<file path="config.mk">
export PLATFORM = sky130hd
export DESIGN_NAME = ahb_lite_usb_mep_slave
export DESIGN_NICKNAME = d
export VERILOG_FILES = /design/src/rtl/ahb_usb_pkg.sv /design/src/rtl/ahb_usb_ep_regs.sv /design/src/rtl/ahb_lite_usb_mep_slave.sv
export SDC_FILE = /design/constraint.sdc
export NUM_CORES = 1
export LEC_CHECK = 0
export CAP_MARGIN = 0
export CORE_MARGIN = 2
export CORE_UTILIZATION = 48
export CTS_CLUSTER_SIZE = 14
export DETAILED_ROUTE_END_ITERATION = 10
export MAX_ROUTING_LAYER = met4
export PLACE_DENSITY = 0.89
export REMOVE_ABC_BUFFERS = 1
export SYNTH_ARGS = -nofsm -noshare
export SYNTH_HDL_FRONTEND = slang
export SYNTH_SLANG_ARGS = --single-unit
export TNS_END_PERCENT = 50
</file>
<file path="constraint.sdc">
create_clock -name clk -period 6.6 [get_ports clk]
set_clock_uncertainty 0.05 [all_clocks]
set_input_delay 0.99 -clock clk [delete_from_list [all_inputs] [get_ports clk]]
set_output_delay 0.99 -clock clk [all_outputs]
set_load 0.005 [all_outputs]
</file>
<file path="src/rtl/ahb_usb_pkg.sv">
// Shared types and constants for the multi-endpoint AHB-Lite USB slave.
package ahb_usb_pkg;

    typedef enum logic [2:0] {
        ST_IDLE   = 3'd0,
        ST_REG    = 3'd1,
        ST_STREAM = 3'd2,
        ST_ERR1   = 3'd3,
        ST_ERR2   = 3'd4
    } state_t;

    localparam logic [4:0] OFF_STATUS = 5'h00;
    localparam logic [4:0] OFF_ERRS   = 5'h04;
    localparam logic [4:0] OFF_OCC    = 5'h08;
    localparam logic [4:0] OFF_TXPKT  = 5'h0C;
    localparam logic [4:0] OFF_FLUSH  = 5'h10;
    localparam logic [4:0] OFF_DATA   = 5'h14;

    localparam logic HRESP_OKAY  = 1'b0;
    localparam logic HRESP_ERROR = 1'b1;

    function automatic logic [2:0] size_bytes(input logic [2:0] hsize);
        case (hsize)
            3'd0:    size_bytes = 3'd1;
            3'd1:    size_bytes = 3'd2;
            3'd2:    size_bytes = 3'd4;
            default: size_bytes = 3'd0;
        endcase
    endfunction

endpackage

</file>
<file path="src/rtl/ahb_usb_ep_regs.sv">
// Per-endpoint state: TX packet request, sticky error bits, flush pulse and d_mode.
module ahb_usb_ep_regs
    import ahb_usb_pkg::*;
(
    input  logic       clk,
    input  logic       rst,
    input  logic       txpkt_we,
    input  logic [1:0] txpkt_wdata,
    input  logic       flush_pulse,
    input  logic       errs_rd,
    input  logic       rx_error,
    input  logic       tx_error,
    input  logic       tx_transfer_active,
    output logic [1:0] tx_packet,
    output logic [1:0] sticky,
    output logic       clear,
    output logic       d_mode
);

    logic [1:0] txpkt_q, txpkt_d;
    logic [1:0] sticky_q, sticky_d;
    logic       clear_q, clear_d;
    logic       d_mode_q, d_mode_d;

    // Next-state for the endpoint registers; a rising tx_transfer_active retires the request.
    always_comb begin
        txpkt_d  = txpkt_q;
        if (txpkt_we) begin
            txpkt_d = txpkt_wdata;
        end else if (tx_transfer_active && !d_mode_q) begin
            txpkt_d = 2'b00;
        end else begin
            txpkt_d = txpkt_q;
        end
        // New errors win over a same-cycle clear-on-read.
        sticky_d = (errs_rd ? 2'b00 : sticky_q) | {tx_error, rx_error};
        clear_d  = flush_pulse;
        d_mode_d = tx_transfer_active;
    end

    // Endpoint register storage.
    always_ff @(posedge clk) begin
        if (rst) begin
            txpkt_q  <= 2'b00;
            sticky_q <= 2'b00;
            clear_q  <= 1'b0;
            d_mode_q <= 1'b0;
        end else begin
            txpkt_q  <= txpkt_d;
            sticky_q <= sticky_d;
            clear_q  <= clear_d;
            d_mode_q <= d_mode_d;
        end
    end

    assign tx_packet = txpkt_q;
    assign sticky    = sticky_q;
    assign clear     = clear_q;
    assign d_mode    = d_mode_q;

endmodule

</file>
<file path="src/rtl/ahb_lite_usb_mep_slave.sv">
// AHB-Lite slave exposing NUM_EP USB endpoint channels: decode, transfer FSM,
// byte-serial FIFO streaming with wait states and two-cycle ERROR responses.
module ahb_lite_usb_mep_slave
    import ahb_usb_pkg::*;
#(
    parameter  int NUM_EP     = 4,
    parameter  int FIFO_DEPTH = 64,
    parameter  int ADDR_W     = 8,
    localparam int OCC_W      = $clog2(FIFO_DEPTH + 1)
) (
    input  logic                    clk,
    input  logic                    rst,
    input  logic                    hsel,
    input  logic [ADDR_W-1:0]       haddr,
    input  logic [1:0]              htrans,
    input  logic [2:0]              hsize,
    input  logic                    hwrite,
    input  logic [31:0]             hwdata,
    output logic [31:0]             hrdata,
    output logic                    hready,
    output logic                    hresp,
    input  logic [NUM_EP*3-1:0]     rx_packet,
    input  logic [NUM_EP-1:0]       rx_data_ready,
    input  logic [NUM_EP-1:0]       rx_transfer_active,
    input  logic [NUM_EP-1:0]       rx_error,
    input  logic [NUM_EP-1:0]       tx_transfer_active,
    input  logic [NUM_EP-1:0]       tx_error,
    input  logic [NUM_EP*OCC_W-1:0] buffer_occupancy,
    input  logic [NUM_EP*8-1:0]     rx_data,
    output logic [NUM_EP-1:0]       get_rx_data,
    output logic [NUM_EP-1:0]       store_tx_data,
    output logic [NUM_EP-1:0]       clear,
    output logic [NUM_EP-1:0]       d_mode,
    output logic [7:0]              tx_data,
    output logic [NUM_EP*2-1:0]     tx_packet
);

    localparam int CH_W = ADDR_W - 5;
    localparam int EP_W = (NUM_EP > 1) ? $clog2(NUM_EP) : 1;

    state_t            state_q, state_d;
    logic [1:0]        cnt_q, cnt_d;
    logic [EP_W-1:0]   ch_q, ch_d;
    logic [4:0]        off_q, off_d;
    logic              write_q, write_d;
    logic              is_data_q, is_data_d;
    logic [2:0]        nbytes_q, nbytes_d;
    logic [31:0]       hrdata_q, hrdata_d;
    logic [31:0]       wdata_q, wdata_d;
    logic              hready_q, hready_d;
    logic              hresp_q, hresp_d;

    logic [CH_W-1:0]   a_ch_s;
    logic [4:0]        a_off_s;
    logic [EP_W-1:0]   a_ep_s;
    logic              ch_ok_s, off_ok_s, misalign_s, is_data_s, wr_ro_s, occ_err_s;
    logic              illegal_s, accept_s;
    logic [2:0]        size_n_s;
    logic [OCC_W-1:0]  occ_sel_s, free_s;
    logic [31:0]       rd_val_s;
    logic [NUM_EP*2-1:0] sticky_s;
    logic [NUM_EP-1:0] errs_rd_s, txpkt_we_s, flush_s, get_s, store_s;
    logic [7:0]        tx_data_s;
    logic              unused_s;

    // Address-phase decode, legality checks and register read value.
    always_comb begin
        a_ch_s     = haddr[ADDR_W-1:5];
        a_off_s    = haddr[4:0];
        ch_ok_s    = ({1'b0, a_ch_s} < (CH_W + 1)'(NUM_EP));
        if (ch_ok_s) begin
            a_ep_s = a_ch_s[EP_W-1:0];
        end else begin
            a_ep_s = {EP_W{1'b0}};
        end
        size_n_s   = size_bytes(hsize);
        occ_sel_s  = buffer_occupancy[a_ep_s*OCC_W +: OCC_W];
        free_s     = OCC_W'(FIFO_DEPTH) - occ_sel_s;
        off_ok_s   = (a_off_s[1:0] == 2'b00) && (a_off_s[4:2] <= 3'd5);
        misalign_s = ((hsize == 3'd1) && haddr[0]) || ((hsize == 3'd2) && (haddr[1:0] != 2'b00));
        is_data_s  = (a_off_s == OFF_DATA);
        wr_ro_s    = hwrite && ((a_off_s == OFF_STATUS) || (a_off_s == OFF_ERRS) || (a_off_s == OFF_OCC));
        occ_err_s  = is_data_s && (hwrite ? (free_s < OCC_W'(size_n_s)) : (occ_sel_s < OCC_W'(size_n_s)));
        illegal_s  = !ch_ok_s || !off_ok_s || (hsize > 3'd2) || misalign_s || wr_ro_s || occ_err_s;
        accept_s   = hsel && htrans[1] && hready_q && ((state_q == ST_IDLE) || (state_q == ST_REG));
        case (a_off_s)
            OFF_STATUS: rd_val_s = {24'h000000, rx_packet[a_ep_s*3 +: 3], tx_error[a_ep_s], rx_error[a_ep_s],
                                    tx_transfer_active[a_ep_s], rx_transfer_active[a_ep_s], rx_data_ready[a_ep_s]};
            OFF_ERRS:   rd_val_s = {30'h00000000, sticky_s[a_ep_s*2 +: 2]};
            OFF_OCC:    rd_val_s = {{(32 - OCC_W){1'b0}}, occ_sel_s};
            OFF_TXPKT:  rd_val_s = {30'h00000000, tx_packet[a_ep_s*2 +: 2]};
            default:    rd_val_s = 32'h00000000;
        endcase
    end

    // Transfer FSM: next state, captured address phase, lane assembly and bus response.
    always_comb begin
        state_d   = state_q;
        cnt_d     = cnt_q;
        ch_d      = ch_q;
        off_d     = off_q;
        write_d   = write_q;
        is_data_d = is_data_q;
        nbytes_d  = nbytes_q;
        hrdata_d  = hrdata_q;
        wdata_d   = wdata_q;
        errs_rd_s = {NUM_EP{1'b0}};
        case (state_q)
            ST_IDLE, ST_REG: begin
                if (accept_s) begin
                    ch_d      = a_ep_s;
                    off_d     = a_off_s;
                    write_d   = hwrite;
                    is_data_d = is_data_s;
                    nbytes_d  = size_n_s;
                    cnt_d     = 2'd0;
                    if (illegal_s) begin
                        state_d = ST_ERR1;
                    end else if (is_data_s) begin
                        state_d  = ST_STREAM;
                        hrdata_d = 32'h00000000;
                    end else begin
                        state_d  = ST_REG;
                        hrdata_d = hwrite ? 32'h00000000 : rd_val_s;
                        errs_rd_s[a_ep_s] = !hwrite && (a_off_s == OFF_ERRS);
                    end
                end else begin
                    state_d = ST_IDLE;
                end
            end
            ST_STREAM: begin
                if (write_q) begin
                    wdata_d = (cnt_q == 2'd0) ? hwdata : wdata_q;
                end else begin
                    hrdata_d[{cnt_q, 3'b000} +: 8] = rx_data[ch_q*8 +: 8];
                end
                if ({1'b0, cnt_q} == (nbytes_q - 3'd1)) begin
                    state_d = ST_REG;
                end else begin
                    cnt_d = cnt_q + 2'd1;
                end
            end
            ST_ERR1: state_d = ST_ERR2;
            ST_ERR2: state_d = ST_IDLE;
            default: state_d = ST_IDLE;
        endcase
        hready_d = !((state_d == ST_STREAM) || (state_d == ST_ERR1));
        hresp_d  = ((state_d == ST_ERR1) || (state_d == ST_ERR2)) ? HRESP_ERROR : HRESP_OKAY;
    end

    // FIFO strobes and data-phase register writes for the captured channel.
    always_comb begin
        get_s      = {NUM_EP{1'b0}};
        store_s    = {NUM_EP{1'b0}};
        txpkt_we_s = {NUM_EP{1'b0}};
        flush_s    = {NUM_EP{1'b0}};
        tx_data_s  = 8'h00;
        if (state_q == ST_STREAM) begin
            if (write_q) begin
                store_s[ch_q] = 1'b1;
                tx_data_s     = (cnt_q == 2'd0) ? hwdata[7:0] : wdata_q[{cnt_q, 3'b000} +: 8];
            end else begin
                get_s[ch_q] = 1'b1;
            end
        end else if ((state_q == ST_REG) && write_q && !is_data_q) begin
            txpkt_we_s[ch_q] = (off_q == OFF_TXPKT);
            flush_s[ch_q]    = (off_q == OFF_FLUSH) && hwdata[0];
        end else begin
            tx_data_s = 8'h00;
        end
    end

    // Bus-side state registers.
    always_ff @(posedge clk) begin
        if (rst) begin
            state_q   <= ST_IDLE;
            cnt_q     <= 2'd0;
            ch_q      <= {EP_W{1'b0}};
            off_q     <= 5'h00;
            write_q   <= 1'b0;
            is_data_q <= 1'b0;
            nbytes_q  <= 3'd0;
            hrdata_q  <= 32'h00000000;
            wdata_q   <= 32'h00000000;
            hready_q  <= 1'b1;
            hresp_q   <= HRESP_OKAY;
        end else begin
            state_q   <= state_d;
            cnt_q     <= cnt_d;
            ch_q      <= ch_d;
            off_q     <= off_d;
            write_q   <= write_d;
            is_data_q <= is_data_d;
            nbytes_q  <= nbytes_d;
            hrdata_q  <= hrdata_d;
            wdata_q   <= wdata_d;
            hready_q  <= hready_d;
            hresp_q   <= hresp_d;
        end
    end

    for (genvar g = 0; g < NUM_EP; g++) begin : g_ep
        ahb_usb_ep_regs u_regs (
            .clk                (clk),
            .rst                (rst),
            .txpkt_we           (txpkt_we_s[g]),
            .txpkt_wdata        (hwdata[1:0]),
            .flush_pulse        (flush_s[g]),
            .errs_rd            (errs_rd_s[g]),
            .rx_error           (rx_error[g]),
            .tx_error           (tx_error[g]),
            .tx_transfer_active (tx_transfer_active[g]),
            .tx_packet          (tx_packet[g*2 +: 2]),
            .sticky             (sticky_s[g*2 +: 2]),
            .clear              (clear[g]),
            .d_mode             (d_mode[g])
        );
    end

    assign hrdata        = hrdata_q;
    assign hready        = hready_q;
    assign hresp         = hresp_q;
    assign get_rx_data   = get_s;
    assign store_tx_data = store_s;
    assign tx_data       = tx_data_s;
    assign unused_s      = htrans[0];

endmodule

</file>
Word level (Yosys, flattened, before mapping). Index checks and enable logic that the tools add are counted.

Flip-flop bits (word level): 107. Output and inout port bits: 66. Word-level logic and storage cells: 191.

Add/sub/neg operators: 4. $mul: 2. $lt $le $gt $ge: 9. Equal/unequal tests: 19. Shift operators: 8. Mux-type cells: 59. Bitwise logic cells: 8. Reductions and logical operators: 55.

Operators with widths (count): $mux W32 (5); $pmux W32 S2 (1); $shiftx A32 B6 Y8 (2); $mux W4 (10); $mux W2 (17); $bwmux W32 (1); $pmux W8 S4 (1); $shift A8 B7 Y32 const A (1); $shiftx A8 B7 Y32 (1); $shiftx A28 B6 Y7 (1); $mux W8 (3); $logic_and A1 B1 Y1 (18); $pmux W3 S3 (2); $shiftx A8 B4 Y2 (2); $eq A3 B2 Y1 const B (5); $eq A5 B4 Y1 const B (3); $lt A7 B3 Y1 (2); $and A4 B4 Y4 (3); $reduce_bool A2 Y1 (6); $shiftx A12 B5 Y3 (1); $logic_or A1 B1 Y1 (11); $bmux W1 S2 (5); $eq A5 B5 Y1 const B (2); $logic_not A1 Y1 (9); 30 further kinds (52).

Depth between registers and ports, before layout. Gate-level depths: netlist of run 1.

Word-level depth: 15. Depth in mapped cells: 15.

Hierarchy. From an unflattened synthesis of run 1, not the netlist that was laid out.

Cells, all modules: 715. Area total of the unflattened synthesis: 5836.8 sq um.

By module, submodules not included: ahb_lite_usb_mep_slave (instances 1, cells each 635, area an instance 5066.1 sq um, sequential area each 1661.6 sq um); ahb_usb_ep_regs (instances 4, cells each 20, area an instance 192.7 sq um, sequential area each 120.1 sq um).

Worst setup path before layout of run 1. Ideal clock, no wire load.

Path type: input-to-reg. Start point: input haddr[5]. End point: register hrdata_q[0], in the netlist hrdata[0]. Data arrival time: 3481 ps. Data required time: 6429 ps. Path slack: 2947 ps. Stages on the path: 13. Buffers on the path: 3. Cells stage by stage: buf_4 > nor2b_1 > buf_2 > a21oi_2 > nand2_1 > ha_1 > a2111oi_0 > and4_1 > o21ai_1 > and4b_1 > buf_6 > o22ai_4 > mux2_4.

Cells in the longest elaborated chain, start to end: 11.

Ends and longest elaborated chain: start: declaration (RTL line ahb_lite_usb_mep_slave.sv:14) `input logic [ADDR_W-1:0] haddr,`; $lt A3 B3 Y1 (RTL line ahb_lite_usb_mep_slave.sv:70) `ch_ok_s = ({1'b0, a_ch_s} < (CH_W + 1)'(NUM_EP));`; $mux W2 (RTL line ahb_lite_usb_mep_slave.sv:71) `if (ch_ok_s) begin`; $mul A2 B3 Y5 (RTL line ahb_lite_usb_mep_slave.sv:77) `occ_sel_s = buffer_occupancy[a_ep_s*OCC_W +: OCC_W];`; $shiftx A28 B6 Y7 (RTL line ahb_lite_usb_mep_slave.sv:77); $sub A7 B7 Y7 (RTL line ahb_lite_usb_mep_slave.sv:78) `free_s = OCC_W'(FIFO_DEPTH) - occ_sel_s;`; $lt A7 B3 Y1 (RTL line ahb_lite_usb_mep_slave.sv:83) `occ_err_s = is_data_s && (hwrite ? (free_s < OCC_W'(size_n_s)) : (occ_sel_s < OCC_W'(size_n_s)));`; $mux W1 (RTL line ahb_lite_usb_mep_slave.sv:83); $logic_and A1 B1 Y1 (RTL line ahb_lite_usb_mep_slave.sv:83); $logic_or A1 B1 Y1 (RTL line ahb_lite_usb_mep_slave.sv:84) `illegal_s = !ch_ok_s || !off_ok_s || (hsize > 3'd2) || misalign_s || wr_ro_s || occ_err_s;`; $ne A2 B2 Y1 (no line); $reduce_and A4 Y1 (no line); end signal: assignment (RTL line ahb_lite_usb_mep_slave.sv:195) `hrdata_q <= hrdata_d;`; end: declaration (RTL line ahb_lite_usb_mep_slave.sv:48) `logic [31:0] hrdata_q, hrdata_d;`.

Several ways; a longest one is shown, not always the timed one. The select of a mux whose other input is x is not followed. A chain may end at the register's enable or synchronous reset.

Worst setup path after layout of run 1.
Start point: input haddr[5]. End point: register hrdata_q[2], in the netlist hrdata[2].

The elaborated chain is that of the path after synthesis.

==> parameters.txt, run 1 <==
Parameter                              Value

Status
  Result of the run    finished clean

Layout
  Final design utilization    68.6%
  Final Instance Count excl. Fillers    1,040
  Antenna diode instance count    0
  Post-layout net count    1,018
  Ratio of cells with drive above 1 in the final layout    7.68%
  Area added between synthesis and finish    38.3%

Hold path
  Cell depth of the worst hold path    2
  Path category of the worst min-delay check    reg2reg

Worst setup path
  Number of cells on the critical path    13
  Setup crit end kind    flip-flop
  CP max stage cell    sky130_fd_sc_hd__clkdlybuf4s50_1
  Startpoint kind of the worst setup timing path    input pin
  Cell family with most CP delay    simple AND/OR/NAND/NOR gates
  Ordered cell list for the critical path    clkdlybuf4s50_1 -> nor2b_1 -> a21oi_2 -> nand2_1 -> ha_1 -> xnor2_1 -> ha_1 -> a21oi_1 -> o21ai_0 -> nand3_1 -> nand3_4 -> o22ai_4 -> mux2_4
  Cell count of the worst reg-to-reg path    6
  Most common cell type on the critical path    sky130_fd_sc_hd__ha_1
  CP max FO    17
  Crit path buf inv count    1
  Largest stage delay, worst path    0.93 ns
  Worst EP arrival    4.87 ns
  Critical path class    in2reg
  Data required time at the worst endpoint    6.80 ns

Pwr
  Maximum vdd ir drop    0.000119 V
  Sequential group share of total power    44.5%
  Part of the total power dissipated in combinational logic    18.5%
  Static leakage power    2.95 nW
  Clock group share of total power    37.0%
  Net switching power of the design    397 µW
  Internal Power    1.10 mW
  Power density over the cells    181 nW/µm²
  Switching share of total power    26.4%

Synthesis
  Synth warn    0
  Cell variety after synth    72
  Most instantiated flip-flop cell in the synthesis netlist    sky130_fd_sc_hd__dfxtp_1
  Synthesized cell area    6010 µm²
  Syn_area_per_cell    8.58 µm²
  Biggest area contributors in the synthesized netlist    sky130_fd_sc_hd__dfxtp_1 36%, sky130_fd_sc_hd__nand2_1 7.4%, sky130_fd_sc_hd__a21oi_1 6.1%
  Flip-flop and latch count after synthesis    107
  Portion of the post-synthesis area used by sequential elements    35.7%
  Cell taking the most area after synthesis    sky130_fd_sc_hd__dfxtp_1
  Number of enable-type register cells in the synthesized netlist    0
  Proportion of register bits with asynchronous set or reset after synthesis    0%
  Number of standard cells after synthesis    700
  Area share of the largest cell type after synthesis    35.7%

Placed design
  Routability Congestion    0.862
  Setup Slack @ Placement    1.57 ns
  Instance count after placement with tap cells included    1,024
  Count of port buffers added during placement    205
  Final HPWL DP    13.3 mm

CTS
  Number of instances resized during post-cts repair    0
  Clk sinks    107
  Clock latency reported for the late side of the worst-skew pair    0.36 ns
  TritonCTS clock tree    built
  Worst-case clock buffer depth    2
  Post-CTS setup buffer count    0
  Count of hold buffers inserted by post-cts repair    0
  TritonCTS buffer count    9
  Clk slew on worst S/H paths    0.08 ns
  Max H-tree Level    3
  Root Buffer    sky130_fd_sc_hd__clkbuf_16

Timing
  Maximum clock rate    214 MHz
  Final min period    4.67 ns
  Final max-slew violation count    0
  Setup slack of the critical path after layout    1.93 ns
  Final setup violation count    0
  Hold violation total from the final report    0
  Slew @ Worst Pin    1.17 ns
  RSZ-0062 raised after global routing    false
  Max-slew headroom at the worst pin    21.9%
  Setup TNS after final layout    0 ns
  Final Cycle Share    70.7%

Global route
  Maximum number of pins on one net before global-route repair    61
  Initial antenna violation count    0
  Global-route wire length before repair    27.6 mm
  Grt total ovfl    0
  Number of global-route vias before repair    5,653
  Overall track demand over capacity in global routing    27.1%

Die
  Initial core utilization    49.6%
  Number of placed I/O pins    207
  Area of the die    13,400 µm²
  Area of the core    12,100 µm²
  Standard-cell rows    40
  Die Span Y    116 µm
  Horiz. Die Dim    116 µm

Routing
  Per-cell routed wire length    17.4 µm
  Via/cell ratio    5.68
  # DRC    0
  Antenna Violating Nets Remaining    0
  Initial detailed-routing violation count    566
  TritonRoute pass-1 iters    6
  Total Routed Length    18.1 mm
  Via count of the routed design    5,908

Job
  Max capacitance violation total    0
## worst reg2reg max path: cells and delay by family (launching register included)
kind / cells / cell delay (ns)
AOI/OAI and AO/OA: 1 / 0.50
DFF: 1 / 0.34
and+or+nand+nor: 4 / 2.06
muxes: 1 / 0.25
## synthesized netlist by cell type (all sizes together) (6+ instances only)
library cell	number
nor3	12
mux4	16
nor2b	16
mux2i	21
nand2b	27
nand3b	7
inv	27
dfxtp	107
nand3	22
a21oi	75
o21ai	7
nand2	118
a22oi	14
ha	10
a32o	8
buf	24
a221oi	6
nor2	55
o22ai	13
clkbuf	30
mux2	13
## kinds of logic after synthesis
logic type / share of synthesized area (%)
compound gates: 19.0
mux: 12.5
fa+ha+maj: 2.08
xor+xnor: 0.583
flops: 35.7
simple gates: 23.6
buf+inv: 6.54
## power by group through the flow
stage	Clock, mW	Combinational, mW	Sequential [mW]
2_1_floorplan	0	0.123	0.681
3_5_place_dp	0	0.274	0.683
3_3_place_gp	0	0.269	0.683
6_report	0.556	0.277	0.669
4_1_cts	0.557	0.276	0.668
5_1_grt	0.584	0.299	0.670
## cell type report
class	count	area, µm²
Multi-Input combinational cell	512	3470
Sequential cell	107	2140
Inverter	27	101
Timing Repair Buffer	210	2080
Clock buffer	11	233
Fill cell	972	3800
Clock inverter	5	67.6
Tap cell	168	210
## metal layers
metal,vias to the layer above,wire (µm),track usage [%]
met3,46,1500,5.33
li1,2824,-,-
met2,286,8720,45.1
met1,2752,7310,32.1
met4,0,520,11.4
met5,-,0,-
## final timing paths
| kind | from | end | slack, ns |
|---|---|---|---|
| min | wdata_q[11]$_SDFFE_PP0P_ | wdata_q[11]$_SDFFE_PP0P_ | 0.41 |
| max | haddr[5] | hrdata[2]$_SDFFE_PP0P_ | 1.93 |
| max reg2reg | state_q[2]$_SDFF_PP0_ | hrdata[23]$_SDFFE_PP0P_ | 3.33 |
| min reg2reg | wdata_q[11]$_SDFFE_PP0P_ | wdata_q[11]$_SDFFE_PP0P_ | 0.41 |
## state kept, by name, summed over array words and instances, names as in the netlist
| signal | cells |
|---|---|
| hrdata | 32 |
| wdata_q | 32 |
| g_ep.u_regs.sticky | 8 |
| g_ep.u_regs.tx_packet | 8 |
| off_q | 5 |
| g_ep.u_regs.clear | 4 |
| g_ep.u_regs.d_mode | 4 |
| nbytes_q | 3 |
| state_q | 3 |
| ch_q | 2 |
| cnt_q | 2 |
| hready | 1 |
| hresp | 1 |
| is_data_q | 1 |
| write_q | 1 |
## cell usage in the layout, fill, tap and decap left out, drive strengths merged, types with 14 or more instances in the layout
cell,instances
nand3,22
clkdlybuf4s50,204
a21oi,75
nand2b,27
nand2,118
inv,30
a22oi,14
nor2,55
mux4,16
mux2i,21
dfxtp,107
nor2b,16
## per-stage QoR
step | hold WS (ns) | total power [mW] | cell area, µm²
global placement | 0.390 | 0.952 | 8010
finish | 0.406 | 1.50 | 8310
CTS | 0.404 | 1.50 | 8310
global route | 0.422 | 1.55 | 8310
detailed placement | 0.394 | 0.957 | 8010
floorplan | 0.377 | 0.804 | 5720
(Power assumes the default switching activity.)
==> run 2: changes to the inputs <==
--- a/config.mk
+++ b/config.mk
@@ -7,11 +7,11 @@
 export LEC_CHECK = 0
 export CAP_MARGIN = 0
 export CORE_MARGIN = 2
-export CORE_UTILIZATION = 48
+export CORE_UTILIZATION = 46
 export CTS_CLUSTER_SIZE = 14
 export DETAILED_ROUTE_END_ITERATION = 10
 export MAX_ROUTING_LAYER = met4
-export PLACE_DENSITY = 0.89
+export PLACE_DENSITY = 0.86
 export REMOVE_ABC_BUFFERS = 1
 export SYNTH_ARGS = -nofsm -noshare
 export SYNTH_HDL_FRONTEND = slang
==> constraint.sdc (replaced) <==
create_clock -name clk -period 4.3 [get_ports clk]
set_clock_uncertainty 0.05 [all_clocks]
set_input_delay 0.645 -clock clk [delete_from_list [all_inputs] [get_ports clk]]
set_output_delay 0.645 -clock clk [all_outputs]
set_load 0.005 [all_outputs]
==> run 2 against run 1 <==
Count of clock-buffer cells in the layout unchanged. Sequential share of layout area down 0.30 points. Die area up 4.2%. Critical path depth unchanged. Global-route usage down 0.41 points. Flip-flop and latch count unchanged. Critical path type unchanged. Critical endpoint is now hrdata[18]$_SDFFE_PP0P_. Via count up 0.80%. Final area up 1.2%. First-iteration DRC count down 1.8%.
==> parameters.txt, run 2 (synthesis gave the netlist of run 1 again) <==
Parameter                              Value

CTS
  Count of hold buffers inserted by post-cts repair    0 (unchanged)
  Post-CTS setup buffer count    0 (unchanged)
  Clock latency reported for the late side of the worst-skew pair    0.34 ns (-0.02 ns)
  Clk sinks    107 (unchanged)
  Root Buffer    sky130_fd_sc_hd__clkbuf_16
  Clk slew on worst S/H paths    0.07 ns (about the same)
  TritonCTS clock tree    built
  TritonCTS buffer count    9 (unchanged)
  Number of instances resized during post-cts repair    0 (unchanged)
  Max H-tree Level    3 (unchanged)
  Worst-case clock buffer depth    2 (unchanged)

Routing
  Via count of the routed design    5,955 (+0.80%)
  Met3 wire length    1.58 mm (+5.5%)
  Per-cell routed wire length    17.5 µm (+1.0%)
  Wire length on met2    9.20 mm (+5.4%)
  Antenna Violating Nets Remaining    0 (unchanged)
  Met1 Routed Length    7.50 mm (+2.5%)
  Via/cell ratio    5.63 (-0.92%)
  # DRC    0 (unchanged)
  Initial detailed-routing violation count    556 (-1.8%)
  Total Routed Length    18.6 mm (+2.8%)
  Top layer reached by signal wires    met4
  TritonRoute pass-1 iters    7 (+1)

Global route
  Number of global-route vias before repair    5,791 (+2.4%)
  Global-route wire length before repair    29.4 mm (+6.3%)
  Grt total ovfl    0 (unchanged)
  Initial antenna violation count    0 (unchanged)
  Overall track demand over capacity in global routing    26.7% (-0.41 points)
  Maximum number of pins on one net before global-route repair    54 (-11%)

Die
  Area of the die    14,000 µm² (+4.2%)
  Die Span Y    118 µm (+2.1%)
  Horiz. Die Dim    118 µm (+2.1%)
  Area of the core    12,700 µm² (+4.6%)
  Number of placed I/O pins    207 (unchanged)
  Standard-cell rows    41 (+2.5%)
  Initial core utilization    47.4% (-2.2 points)

Timing
  Slew @ Worst Pin    1.12 ns (-0.0437 ns)
  Final Cycle Share    89.6%
  Setup slack of the critical path after layout    0.445 ns (-1.49 ns)
  Fin Hold WS    0.404 ns (-0.00204 ns)
  Max-slew headroom at the worst pin    25.0% (+3.1 points)
  Setup TNS after final layout    0 ns (unchanged)
  RSZ-0062 raised after global routing    false
  Hold violation total from the final report    0 (unchanged)
  Maximum clock rate    259 MHz
  Final min period    3.85 ns
  Final setup violation count    0 (unchanged)
  Final max-slew violation count    0 (unchanged)

Worst setup path
  CP max FO    8 (-9)
  Worst EP arrival    4.06 ns (-0.81 ns)
  Critical path class    in2reg
  Startpoint kind of the worst setup timing path    input pin
  Setup crit end kind    flip-flop
  Data required time at the worst endpoint    4.51 ns (-2.29 ns)

Layout
  Antenna diode instance count    0 (unchanged)
  Area added between synthesis and finish    39.9%
  Most common cell after layout, fill and taps aside    sky130_fd_sc_hd__clkdlybuf4s50_1
  Most frequent cells in the layout    204 x sky130_fd_sc_hd__clkdlybuf4s50_1, 118 x sky130_fd_sc_hd__nand2_1, 107 x sky130_fd_sc_hd__dfxtp_1
  Ratio of cells with drive above 1 in the final layout    9.14% (+1.5 points)
  Final design utilization    66.4% (-2.3 points)
  Post-layout net count    1,032 (+1.4%)

Status
  Result of the run    finished clean

Pwr
  Sequential group share of total power    45.1% (+0.6 points)
  Part of the total power dissipated in combinational logic    19.4% (+0.9 points)
  Internal Power    1.69 mW (+53%)
  Power density over the cells    270 nW/µm² (+49%)
  Net switching power of the design    577 µW (+45%)
  Clock group share of total power    35.5% (-1.5 points)
  Static leakage power    3.01 nW (+2.2%)
  Maximum vdd ir drop    0.000211 V (+77%)
  Switching share of total power    25.4% (-1.0 points)

Placed design
  Final HPWL DP    14.0 mm (+5.0%)
  Count of port buffers added during placement    205 (unchanged)
  Routability Congestion    0.879 (+1.9%)
  Setup Slack @ Placement    0.145 ns (-1.43 ns)

Job
  Max capacitance violation total    0 (unchanged)

Hold path
  Path category of the worst min-delay check    reg2reg
[run 2: worst paths after layout]
path                            slack (ns)                       end  depth (start not counted)                startpoint
worst min-delay path                  0.40  wdata_q[13]$_SDFFE_PP0P_                          2  wdata_q[13]$_SDFFE_PP0P_
worst max-delay path                  0.45   hrdata[18]$_SDFFE_PP0P_                         13                  haddr[7]
worst max register to register        1.54   hrdata[18]$_SDFFE_PP0P_                          7     state_q[2]$_SDFF_PP0_
worst min register to register        0.40  wdata_q[13]$_SDFFE_PP0P_                          2  wdata_q[13]$_SDFFE_PP0P_
[run 2: worst max-delay path, stage by stage]
cell                              delay [ns]
sky130_fd_sc_hd__clkdlybuf4s50_1        0.59
sky130_fd_sc_hd__and2b_1                0.26
sky130_fd_sc_hd__a21oi_1                0.28
sky130_fd_sc_hd__nand2_1                0.18
sky130_fd_sc_hd__ha_1                   0.26
sky130_fd_sc_hd__xnor2_1                0.15
sky130_fd_sc_hd__ha_1                   0.29
sky130_fd_sc_hd__nand2_1                0.05
sky130_fd_sc_hd__o21ai_0                0.21
sky130_fd_sc_hd__nand3_1                0.16
sky130_fd_sc_hd__nand3_4                0.20
sky130_fd_sc_hd__o22a_1                 0.49
sky130_fd_sc_hd__mux2i_1                0.27
[run 2: layout make-up]
cell class	instances	area [µm²]
fill	1072	4260
multi-input combinational	512	3470
timing repair buffer	224	2190
sequential	107	2140
clock buffer	11	233
tap	172	215
inverter	27	101
clock inverter	5	53.8
[run 2: through the flow]
step | total power [mW] | std cells | area, µm²
after CTS | 2.28 | 1058 | 8410
after global routing | 2.35 | 1058 | 8410
after global placement | 1.47 | 1042 | 8120
after floorplan | 1.23 | 646 | 5720
after detailed placement | 1.48 | 1042 | 8120
final | 2.27 | 1058 | 8410
[run 2: power groups by stage]
stage / combinational [mW] / clock [mW] / sequential (mW)
floorplan: 0.189 / 0 / 1.05
global placement: 0.427 / 0 / 1.04
detailed placement: 0.436 / 0 / 1.04
CTS: 0.438 / 0.822 / 1.02
global route: 0.474 / 0.853 / 1.02
finish: 0.441 / 0.806 / 1.02
[run 2: metal layers]
metal  vias to the layer above  GRT usage, %
li1                       2852             -
met1                      2789          32.2
met2                       293          45.7
met3                        21          5.69
met4                         0          6.33
met5                         -             -
==> run 3: changes to the inputs <==
--- a/config.mk
+++ b/config.mk
@@ -6,13 +6,14 @@
 export NUM_CORES = 1
 export LEC_CHECK = 0
 export CAP_MARGIN = 0
-export CORE_MARGIN = 2
 export CORE_UTILIZATION = 46
 export CTS_CLUSTER_SIZE = 14
 export DETAILED_ROUTE_END_ITERATION = 10
 export MAX_ROUTING_LAYER = met4
 export PLACE_DENSITY = 0.86
+export RECOVER_POWER = 100
 export REMOVE_ABC_BUFFERS = 1
+export SLEW_MARGIN = 20
 export SYNTH_ARGS = -nofsm -noshare
 export SYNTH_HDL_FRONTEND = slang
 export SYNTH_SLANG_ARGS = --single-unit
==> run 3 against run 2 <==
The flow now finishes with violations (max-capacitance violations, max-slew violations). Sequential power hardly changed. Final area hardly changed. Via count is 1.1% lower. Critical path depth is 1 higher. Clock power is 0.6% higher. Power hardly changed. Combinational power is 1% lower. Setup slack worse by 0.081 ns. Non-clock buffer count is 4 higher. Final cell count is 0.38% higher. Critical path type unchanged. Largest power group unchanged.
==> parameters.txt, run 3 (synthesis gave the netlist of run 1 again) <==
Parameter                              Value

CTS
  Number of instances resized during post-cts repair    0 (unchanged)
  Worst-case clock buffer depth    2 (unchanged)
  Clk sinks    107 (unchanged)
  TritonCTS buffer count    9 (unchanged)
  Clock latency reported for the late side of the worst-skew pair    0.34 ns (about the same)
  Count of hold buffers inserted by post-cts repair    0 (unchanged)
  Post-CTS setup buffer count    0 (unchanged)
  TritonCTS clock tree    built
  Clk slew on worst S/H paths    0.08 ns (about the same)
  Root Buffer    sky130_fd_sc_hd__clkbuf_16
  Max H-tree Level    3 (unchanged)

Worst setup path
  CP max stage cell    sky130_fd_sc_hd__dlygate4sd3_1
  Launching point of the worst reg2reg path    cnt_q[1]$_SDFFE_PP0P_
  Worst EP arrival    4.16 ns (+0.10 ns)
  Endpoint of the worst register-to-register path    wdata_q[6]$_SDFFE_PP0P_
  Data required time at the worst endpoint    4.52 ns (about the same)
  R2R Setup Slk    1.17 ns (-0.37 ns)
  Ordered cell list for the critical path    dlygate4sd3_1 -> buf_4 -> and2b_1 -> a21oi_1 -> nand2_1 -> ha_1 -> xnor2_1 -> ha_1 -> nand2_1 -> o21ai_0 -> nand3_1 -> nand3_4 -> o22a_1 -> mux2i_1
  Setup crit end kind    flip-flop
  Critical path class    in2reg
  Cell count of the worst reg-to-reg path    6 (-1)
  CP max FO    14 (+6)
  Startpoint kind of the worst setup timing path    input pin
  Largest stage delay, worst path    0.60 ns (about the same)

Layout
  Layout filler cell count    1,047 (-2.3%)
  Area added between synthesis and finish    39.8% (about the same)
  Most frequent cells in the layout    138 x sky130_fd_sc_hd__clkdlybuf4s50_1, 118 x sky130_fd_sc_hd__nand2_1, 107 x sky130_fd_sc_hd__dfxtp_1
  Ratio of cells with drive above 1 in the final layout    8.43% (-0.72 points)
  Antenna diode instance count    0 (unchanged)
  Most common cell after layout, fill and taps aside    sky130_fd_sc_hd__clkdlybuf4s50_1
  Post-layout net count    1,036 (+0.39%)

Global route
  Number of global-route vias before repair    5,637 (-2.7%)
  Grt total ovfl    0 (unchanged)
  Maximum number of pins on one net before global-route repair    47 (-13%)
  Initial antenna violation count    0 (unchanged)
  Overall track demand over capacity in global routing    27.5% (+0.78 points)
  Global-route wire length before repair    28.0 mm (-4.7%)

Timing
  Final setup violation count    0 (unchanged)
  Final max-slew violation count    47 (+47)
  RSZ-0062 raised after global routing    false
  Slew @ Worst Pin    2.14 ns (+1.01 ns)
  Final min period    3.94 ns (+0.0809 ns)
  Max-slew headroom at the worst pin    -42.6% (-68 points)
  Hold violation total from the final report    0 (unchanged)
  Final Cycle Share    91.5% (+1.9 points)
  Setup TNS after final layout    0 ns (unchanged)
  Maximum clock rate    254 MHz (-2.1%)

Pwr
  Static leakage power    3.22 nW (+6.8%)
  Switching share of total power    26.9% (+1.5 points)
  Internal Power    1.66 mW (-2.0%)
  Sequential group share of total power    45.0% (about the same)
  Part of the total power dissipated in combinational logic    19.2% (-0.2 points)
  Overall power    2.27 mW (about the same)
  Net switching power of the design    610 µW (+5.8%)
  Clock group share of total power    35.8% (+0.3 points)
  Maximum vdd ir drop    0.000269 V (+28%)
  Power density over the cells    270 nW/µm² (about the same)

Routing
  Per-cell routed wire length    17.0 µm (-3.1%)
  Via/cell ratio    5.54 (-1.5%)
  Via count of the routed design    5,888 (-1.1%)
  Initial detailed-routing violation count    444 (-20%)
  TritonRoute pass-1 iters    5 (-2)
  Total Routed Length    18.0 mm (-2.7%)
  Antenna Violating Nets Remaining    0 (unchanged)
  # DRC    0 (unchanged)

Status
  Result of the run    finished, violations left
  Violations in the final reports    max-capacitance violations, max-slew violations

Job
  Max capacitance violation total    1 (+1)

Die
  Area of the die    13,500 µm² (-3.4%)
  Die Span Y    116 µm (-1.7%)
  Standard-cell rows    41 (unchanged)
  Horiz. Die Dim    116 µm (-1.7%)
  Initial core utilization    47.4% (unchanged)
  Area of the core    12,700 µm² (unchanged)
  Number of placed I/O pins    207 (unchanged)

Placed design
  Count of port buffers added during placement    205 (unchanged)
  Final HPWL DP    13.8 mm (-1.2%)
  Routability Congestion    0.898 (+2.2%)

Hold path
  Min-Delay Startpoint    wdata_q[15]$_SDFFE_PP0P_
  Path category of the worst min-delay check    reg2reg
  End of the worst hold path    wdata_q[15]$_SDFFE_PP0P_
  Cell depth of the worst hold path    2 (unchanged)
-- run 3: changes by cell type in the layout (fill, tap and decap cells not counted) --
cell	before	now
sky130_fd_sc_hd__clkdlybuf4s50_1	204	138
sky130_fd_sc_hd__dlygate4sd3_1	0	66
sky130_fd_sc_hd__mux2_1	0	7
sky130_fd_sc_hd__mux2_4	9	2
sky130_fd_sc_hd__inv_6	0	4
sky130_fd_sc_hd__clkbuf_1	2	5
sky130_fd_sc_hd__clkinv_2	3	0
sky130_fd_sc_hd__buf_2	1	0
sky130_fd_sc_hd__bufinv_16	1	0
sky130_fd_sc_hd__clkbuf_8	0	1
sky130_fd_sc_hd__clkinv_4	1	2
-- run 3: layer usage --
| layer | vias to the layer above | wire length, µm | track usage (%) |
|---|---|---|---|
| met4 | 0 | 342 | 8.72 |
| met3 | 27 | 1450 | 5.09 |
| li1 | 2860 | - | - |
| met5 | - | 0 | - |
| met2 | 267 | 8750 | 45.2 |
| met1 | 2734 | 7510 | 34.1 |
-- run 3: layout make-up --
class / count / area, µm² / area share, %
multi-input cells: 512 / 3450 / 41.0
clock buffers: 10 / 239 / 2.84
clock inverters: 6 / 52.6 / 0.626
well taps: 172 / 215 / 2.56
repair buffers: 228 / 2200 / 26.2
flip-flops and latches: 107 / 2140 / 25.5
inverters: 27 / 101 / 1.21
-- run 3: power by group through the flow --
| stage | clock (mW) | sequential (mW) | combinational, mW |
|---|---|---|---|
| after floorplan | 0 | 1.05 | 0.189 |
| after global placement | 0 | 1.04 | 0.431 |
| after detailed placement | 0 | 1.04 | 0.438 |
| after CTS | 0.818 | 1.02 | 0.441 |
| after global routing | 0.867 | 1.02 | 0.472 |
| final | 0.811 | 1.02 | 0.436 |
-- run 3: stage by stage --
step           hold slack (ns)  cell area [µm²]  util [%]  instances  setup WS, ns
2_1_floorplan            0.377             5720         -        646          1.10
3_3_place_gp             0.389             8150      64.3       1046         0.257
3_5_place_dp             0.394             8150      64.3       1046         0.149
4_1_cts                  0.404             8440      66.6       1062         0.498
5_1_grt                  0.429             8400      66.3       1062         0.169
6_report                 0.401             8400      66.3       1062         0.364
-- run 3: worst max path at each step --
stage,from,endpoint,slack (ns),cells past startpoint
after CTS,haddr[6],hrdata[16]$_SDFFE_PP0P_,0.50,14
after floorplan,haddr[6],hrdata[0]$_SDFFE_PP0P_,1.10,11
after global routing,haddr[6],hrdata[13]$_SDFFE_PP0P_,0.17,12
final,haddr[6],hrdata[23]$_SDFFE_PP0P_,0.36,14
after detailed placement,haddr[6],hrdata[23]$_SDFFE_PP0P_,0.15,14
after global placement,haddr[6],hrdata[5]$_SDFFE_PP0P_,0.26,12
-- run 3: worst max-delay path: cells and delay by family --
kind,cells,cell delay (ns)
AOI/OAI and AO/OA,3,0.97
buffers and inverters,2,0.81
and+or+nand+nor,5,0.79
adders and majority gates,2,0.55
xor gates and xnor gates,1,0.15
muxes,1,0.25
